--- src/rtl/cmos_gray_gen.sv ---
// cmos_gray_gen: converts a DVP RGB565 byte stream into 8-bit luma, one strobe per pixel,
// and reports frame/line framing pulses, line-position flags and the measured line width.
module cmos_gray_gen (
    input  logic        clk,
    input  logic        rst_n,
    input  logic        cmos_vsync,
    input  logic        cmos_href,
    input  logic [7:0]  cmos_data,
    input  logic [15:0] cmos_v,
    output logic        pic_start,
    output logic        href_start,
    output logic        href_end,
    output logic        first_href,
    output logic        second_href,
    output logic        last_href,
    output logic        gray_en,
    output logic [7:0]  gray_data,
    output logic [15:0] cmos_h
);

    typedef enum logic [1:0] {IDLE, WAIT_LINE, LINE} state_e;

    state_e      state_q, state_d;
    logic        vsync_q, vsync_prev_q, href_q, href_prev_q;
    logic [7:0]  data_q, hi_q;
    logic        phase_q, cur_phase, byte_vld, href_fall;
    logic [7:0]  r8, g8, b8;
    logic [15:0] sum_d, sum_q;
    logic        sum_vld_q, gray_en_q, end_d1_q, end_d2_q;
    logic [7:0]  gray_data_q;
    logic [10:0] line_cnt_q;
    logic [15:0] pix_cnt_q, cmos_h_q;
    logic        first_q, second_q, last_q;
    logic        first_d, second_d, last_d;

    assign pic_start  = vsync_q & ~vsync_prev_q;
    assign href_start = href_q & ~href_prev_q & (state_q != IDLE) & ~pic_start;
    assign href_fall  = ~href_q & href_prev_q & (state_q == LINE) & ~pic_start;
    assign byte_vld   = href_q & ((state_q == LINE) | href_start) & ~pic_start;
    assign cur_phase  = href_start ? 1'b0 : phase_q;

    // Bit-replicated expansion of the 5/6/5 fields; the low byte is data_q, the high byte hi_q.
    assign r8    = {hi_q[7:3], hi_q[7:5]};
    assign g8    = {hi_q[2:0], data_q[7:5], hi_q[2:1]};
    assign b8    = {data_q[4:0], data_q[4:2]};
    assign sum_d = 16'd77 * {8'd0, r8} + 16'd150 * {8'd0, g8} + 16'd29 * {8'd0, b8};

    assign first_d  = (line_cnt_q == 11'd0);
    assign second_d = (line_cnt_q == 11'd1);
    assign last_d   = (cmos_v != 16'd0) && ({5'd0, line_cnt_q} == cmos_v - 16'd1);

    // Flags show the freshly evaluated line position in the href_start cycle itself.
    assign first_href  = ~pic_start & (href_start ? first_d  : first_q);
    assign second_href = ~pic_start & (href_start ? second_d : second_q);
    assign last_href   = ~pic_start & (href_start ? last_d   : last_q);

    assign href_end  = end_d2_q;
    assign gray_en   = gray_en_q;
    assign gray_data = gray_data_q;
    assign cmos_h    = cmos_h_q;

    always_comb begin
        // NOTE: default assigned first, so no branch leaves state_d unassigned and no latch is inferred.
        state_d = state_q;
        if (pic_start) begin
            state_d = WAIT_LINE;
        end else begin
            case (state_q)
                IDLE:      state_d = IDLE;
                WAIT_LINE: if (href_start) state_d = LINE;
                LINE:      if (href_end) state_d = WAIT_LINE;
                default:   state_d = IDLE;
            endcase
        end
    end

    // NOTE: every register uses <= so each update sees only pre-edge values, whatever the statement order.
    always_ff @(posedge clk) begin
        if (!rst_n) begin
            state_q      <= IDLE;
            vsync_q      <= 1'b0;
            vsync_prev_q <= 1'b0;
            href_q       <= 1'b0;
            href_prev_q  <= 1'b0;
            data_q       <= 8'd0;
            hi_q         <= 8'd0;
            phase_q      <= 1'b0;
            sum_q        <= 16'd0;
            sum_vld_q    <= 1'b0;
            gray_en_q    <= 1'b0;
            gray_data_q  <= 8'd0;
            end_d1_q     <= 1'b0;
            end_d2_q     <= 1'b0;
            line_cnt_q   <= 11'd0;
            pix_cnt_q    <= 16'd0;
            cmos_h_q     <= 16'd0;
            first_q      <= 1'b0;
            second_q     <= 1'b0;
            last_q       <= 1'b0;
        end else begin
            vsync_q      <= cmos_vsync;
            vsync_prev_q <= vsync_q;
            href_q       <= cmos_href;
            href_prev_q  <= href_q;
            data_q       <= cmos_data;
            state_q      <= state_d;

            if (pic_start) begin
                phase_q <= 1'b0;
            end else if (byte_vld) begin
                phase_q <= ~cur_phase;
                if (!cur_phase) hi_q <= data_q;
            end

            sum_vld_q <= byte_vld & cur_phase;
            if (byte_vld && cur_phase) sum_q <= sum_d;

            // A vsync edge flushes whatever pixel is still in flight.
            gray_en_q <= sum_vld_q & ~pic_start;
            if (sum_vld_q && !pic_start) gray_data_q <= sum_q[15:8];

            // href_end trails the fall by two cycles so it follows the line's last gray_en.
            end_d1_q <= href_fall;
            end_d2_q <= end_d1_q & ~pic_start;

            if (pic_start) begin
                line_cnt_q <= 11'd0;
            end else if (href_end && state_q == LINE && line_cnt_q != 11'h7FF) begin
                line_cnt_q <= line_cnt_q + 11'd1;
            end

            if (pic_start || href_start) begin
                pix_cnt_q <= 16'd0;
            end else if (gray_en_q) begin
                pix_cnt_q <= pix_cnt_q + 16'd1;
            end

            if (href_end && state_q == LINE && line_cnt_q == 11'd0 && !pic_start) begin
                cmos_h_q <= pix_cnt_q;
            end

            if (pic_start) begin
                first_q  <= 1'b0;
                second_q <= 1'b0;
                last_q   <= 1'b0;
            end else if (href_start) begin
                first_q  <= first_d;
                second_q <= second_d;
                last_q   <= last_d;
            end
        end
    end

endmodule

--- config.mk ---
export PLATFORM = sky130hd
export DESIGN_NAME = cmos_gray_gen
export DESIGN_NICKNAME = d
export VERILOG_FILES = /design/src/rtl/cmos_gray_gen.sv
export SDC_FILE = /design/constraint.sdc
export NUM_CORES = 1
export LEC_CHECK = 0
export ABC_AREA = 1
export BUFFER_PORTS_ARGS = -buffer_cell sky130_fd_sc_hd__buf_2
export CORE_ASPECT_RATIO = 1.75
export CORE_MARGIN = 1
export CORE_UTILIZATION = 35
export DETAILED_ROUTE_END_ITERATION = 12
export PLACE_DENSITY = 0.49
export SYNTH_ARGS = -nofsm -noshare
export SYNTH_HDL_FRONTEND = slang
export SYNTH_SLANG_ARGS = --single-unit
export TNS_END_PERCENT = 10
--- constraint.sdc ---
create_clock -name clk -period 12.4 [get_ports clk]
set_input_delay 1.86 -clock clk [delete_from_list [all_inputs] [get_ports clk]]
set_output_delay 1.86 -clock clk [all_outputs]
set_load 0.05 [all_outputs]
==> impl_metrics.env <==
export IMPL_grt_max_degree=33
export IMPL_clk_latency_ns=0.35
export IMPL_gp_congestion=0.813
export IMPL_synth_flop_cell="dfxtp_1"
export IMPL_ir_drop_v=0.0000667
export IMPL_fin_skew_ns=0.00838
export IMPL_critPathKind="reg2reg"
export IMPL_syn_area_per_cell_um2=7.82
export IMPL_maxCapViolations=0
export IMPL_post_cts_buffers=0
export IMPL_diodes=0
export IMPL_async_flop_share_pct=0
export IMPL_max_freq_ghz=0.153
export IMPL_antenna_left=0
export IMPL_grt_antenna_before_repair=0
export IMPL_ys_seq_area_share_pct=24.6
export IMPL_synth_edff_count=0
export IMPL_via_per_inst=4.75
export IMPL_fin_setup_tns_ns=0
export IMPL_setup_viol=0
export IMPL_final_net_count=1154
export IMPL_num_rows=69
export IMPL_leakagePower_nw=4.15
export IMPL_synth_fp_nets=1096
export IMPL_start_util_pct=35.7
export IMPL_dr_total_vias=5876
export IMPL_fin_area_mm2=0.00807
export IMPL_yosysWarningCount=0
export IMPL_power_density_mw_per_mm2=99.7
export IMPL_cts_sinks=89
export IMPL_cts_max_level=3
export IMPL_drt_initial_drc_count=203
export IMPL_die_y_um=192
export IMPL_synth_cell_type_count=47
export IMPL_grt_pass1_vias=6146
export IMPL_cts_tree="yes"
export IMPL_path_clk_slew_ns=0.07
export IMPL_critPathLaunchType="register"
export IMPL_worst_slew_pin_slew_ns=0.852
export IMPL_core_mm2=0.0203
export IMPL_syn_area_mm2=0.00725
export IMPL_hold_buffers=0
export IMPL_drive_above_1_share_pct=11.8
export IMPL_cpPeakStageDelay_ns=0.55
export IMPL_slew_viol_final=0
export IMPL_place_area_mm2=0.00778
export IMPL_status="complete, no violations"
export IMPL_dieArea_mm2=0.0213
export IMPL_synth_area_leaders="dfxtp_1 25%, ha_1 15%, fa_1 15%"
export IMPL_worst_setup_path_end_kind="register"
export IMPL_yosysTopAreaCellShare_pct=24.6
export IMPL_io_pins=59
export IMPL_hold_viol_final=0
export IMPL_grt_ovfl_total=0
export IMPL_cts_buffer_depth=2
export IMPL_wl_per_cell_um=13.9
export IMPL_cts_buffers=9
export IMPL_fillers=2116
export IMPL_slowest_stage="fa_1"
export IMPL_cp_data_arrival_time_ns=6.79
export IMPL_syn_inst=926
export IMPL_timing_slew_headroom_pct=43.1
export IMPL_finalCriticalPeriod_ns=6.55
export IMPL_grt_util_all_layers_pct=17.5
export IMPL_grt_pass1_wl_mm=29.4
export IMPL_fin_util_pct=39.8
export IMPL_synth_seq_cells=89
export IMPL_yosys_area_top_type="dfxtp_1"
export IMPL_first_pass_iters=4
export IMPL_fin_crit_sh_pct=52.9
export IMPL_wirelength_mm=17.2
export IMPL_dp_hpwl_mm=14.3
export IMPL_ctsResizeCount=0
export IMPL_hp_class="reg2reg"
export IMPL_placed_cells=1221
export IMPL_crit_top_cell="inv_1"
export IMPL_areaGrowthSynthToFinish_pct=11.3
export IMPL_cp_max_fo=9
export IMPL_drc=0
export IMPL_cp_data_required_time_ns=12.64
export IMPL_root_buffer="clkbuf_16"
export IMPL_rsz0062_at_grt="false"
export IMPL_power_w=0.000804
export IMPL_port_buffers=58
export IMPL_die_w_um=111
export IMPL_final_cells=1236
## final timing paths
path,startpoint,to,slack (ns),cells past startpoint
setup / recovery,hi_q[1],sum_q[14],5.85,26
hold / removal,end_d1_q,href_end,0.41,2
setup reg to reg,hi_q[1],sum_q[14],5.85,26
hold reg to reg,end_d1_q,href_end,0.41,2
## flip-flops by register name (all words and copies together), names as in the netlist, 2 cells and up
| name | flops |
|---|---|
| gray_data | 8 |
| line_cnt_q | 11 |
| pix_cnt_q | 16 |
| state_q | 2 |
| sum_q | 8 |
| hi_q | 8 |
| cmos_h | 16 |
| data_q | 8 |
## layout by cell type (no fill, tap or decap), types with 3 or more instances in the layout
cell type  count
a211oi_1      15
a211oi_2       3
a21oi_1       51
a31oi_1        3
buf_2         58
clkbuf_16      9
dfxtp_1       89
fa_1          54
ha_1          88
inv_1        191
inv_2          7
nand2_1      134
nand2_2        3
nand3_1       41
nand3_2        3
nand4_1       11
nor2_1       105
nor2_2         8
nor2_4         6
nor3_1        11
o21a_1         3
o21ai_0       39
o21ai_1        4
xnor2_1        8
xor2_1        11
## metrics by stage
| step | hold WS (ns) | setup WS (ns) |
|---|---|---|
| 2_1_floorplan | 0.404 | 6.33 |
| 3_3_place_gp | 0.407 | 5.90 |
| 3_5_place_dp | 0.415 | 5.83 |
| 4_1_cts | 0.414 | 5.81 |
| 5_1_grt | 0.469 | 5.25 |
| 6_report | 0.413 | 5.85 |
## cells in the mapped netlist, types with 11 or more instances
cell type    n
fa_1        54
o21ai_0     39
nor2_1     105
nand3_1     41
ha_1        88
a21oi_1     51
nor3_1      11
dfxtp_1     89
inv_1      191
xor2_1      11
nand2_1    134
nand4_1     11
a211oi_1    15
## layer usage
metal | track usage (%) | routed length [um]
met5 | 0 | 0
met4 | 7.23 | 515
met3 | 1.70 | 296
met2 | 36.6 | 9860
met1 | 17.0 | 6530
## area by class of cell
type,count,area (um^2),area share [%]
Clock buffer,10,239,2.96
Clock inverter,5,41.3,0.512
Inverter,201,758,9.40
Multi-Input combinational cell,625,4640,57.6
Sequential cell,89,1780,22.1
Tap cell,248,310,3.85
Timing Repair Buffer,58,290,3.60
## logic make-up after synthesis
group                      synth area share [%]
adders and majority gates                  30.1
DFF                                        24.6
buffers and inverters                      11.3
xor gates and xnor gates                   2.61
AOI/OAI and AO/OA                          10.2
and+or+nand+nor                            21.2
## worst max-delay path: cells and delay by family (launching register included)
family / cells / cell delay, ns
xor+xnor: 1 / 0.17
fa+ha+maj: 10 / 4.08
buf+inv: 6 / 0.28
flops: 1 / 0.53
compound gates: 6 / 1.17
simple gates: 3 / 0.19
## where the power goes
group	switching [W]	internal [W]	leakage, nW
logic	0.000154	0.0000943	3.30
registers	0.00000573	0.000288	0.720
clock network	0.000119	0.000142	0.136
total	0.000279	0.000525	4.15
No activity file was read; power rests on OpenSTA's default activity.
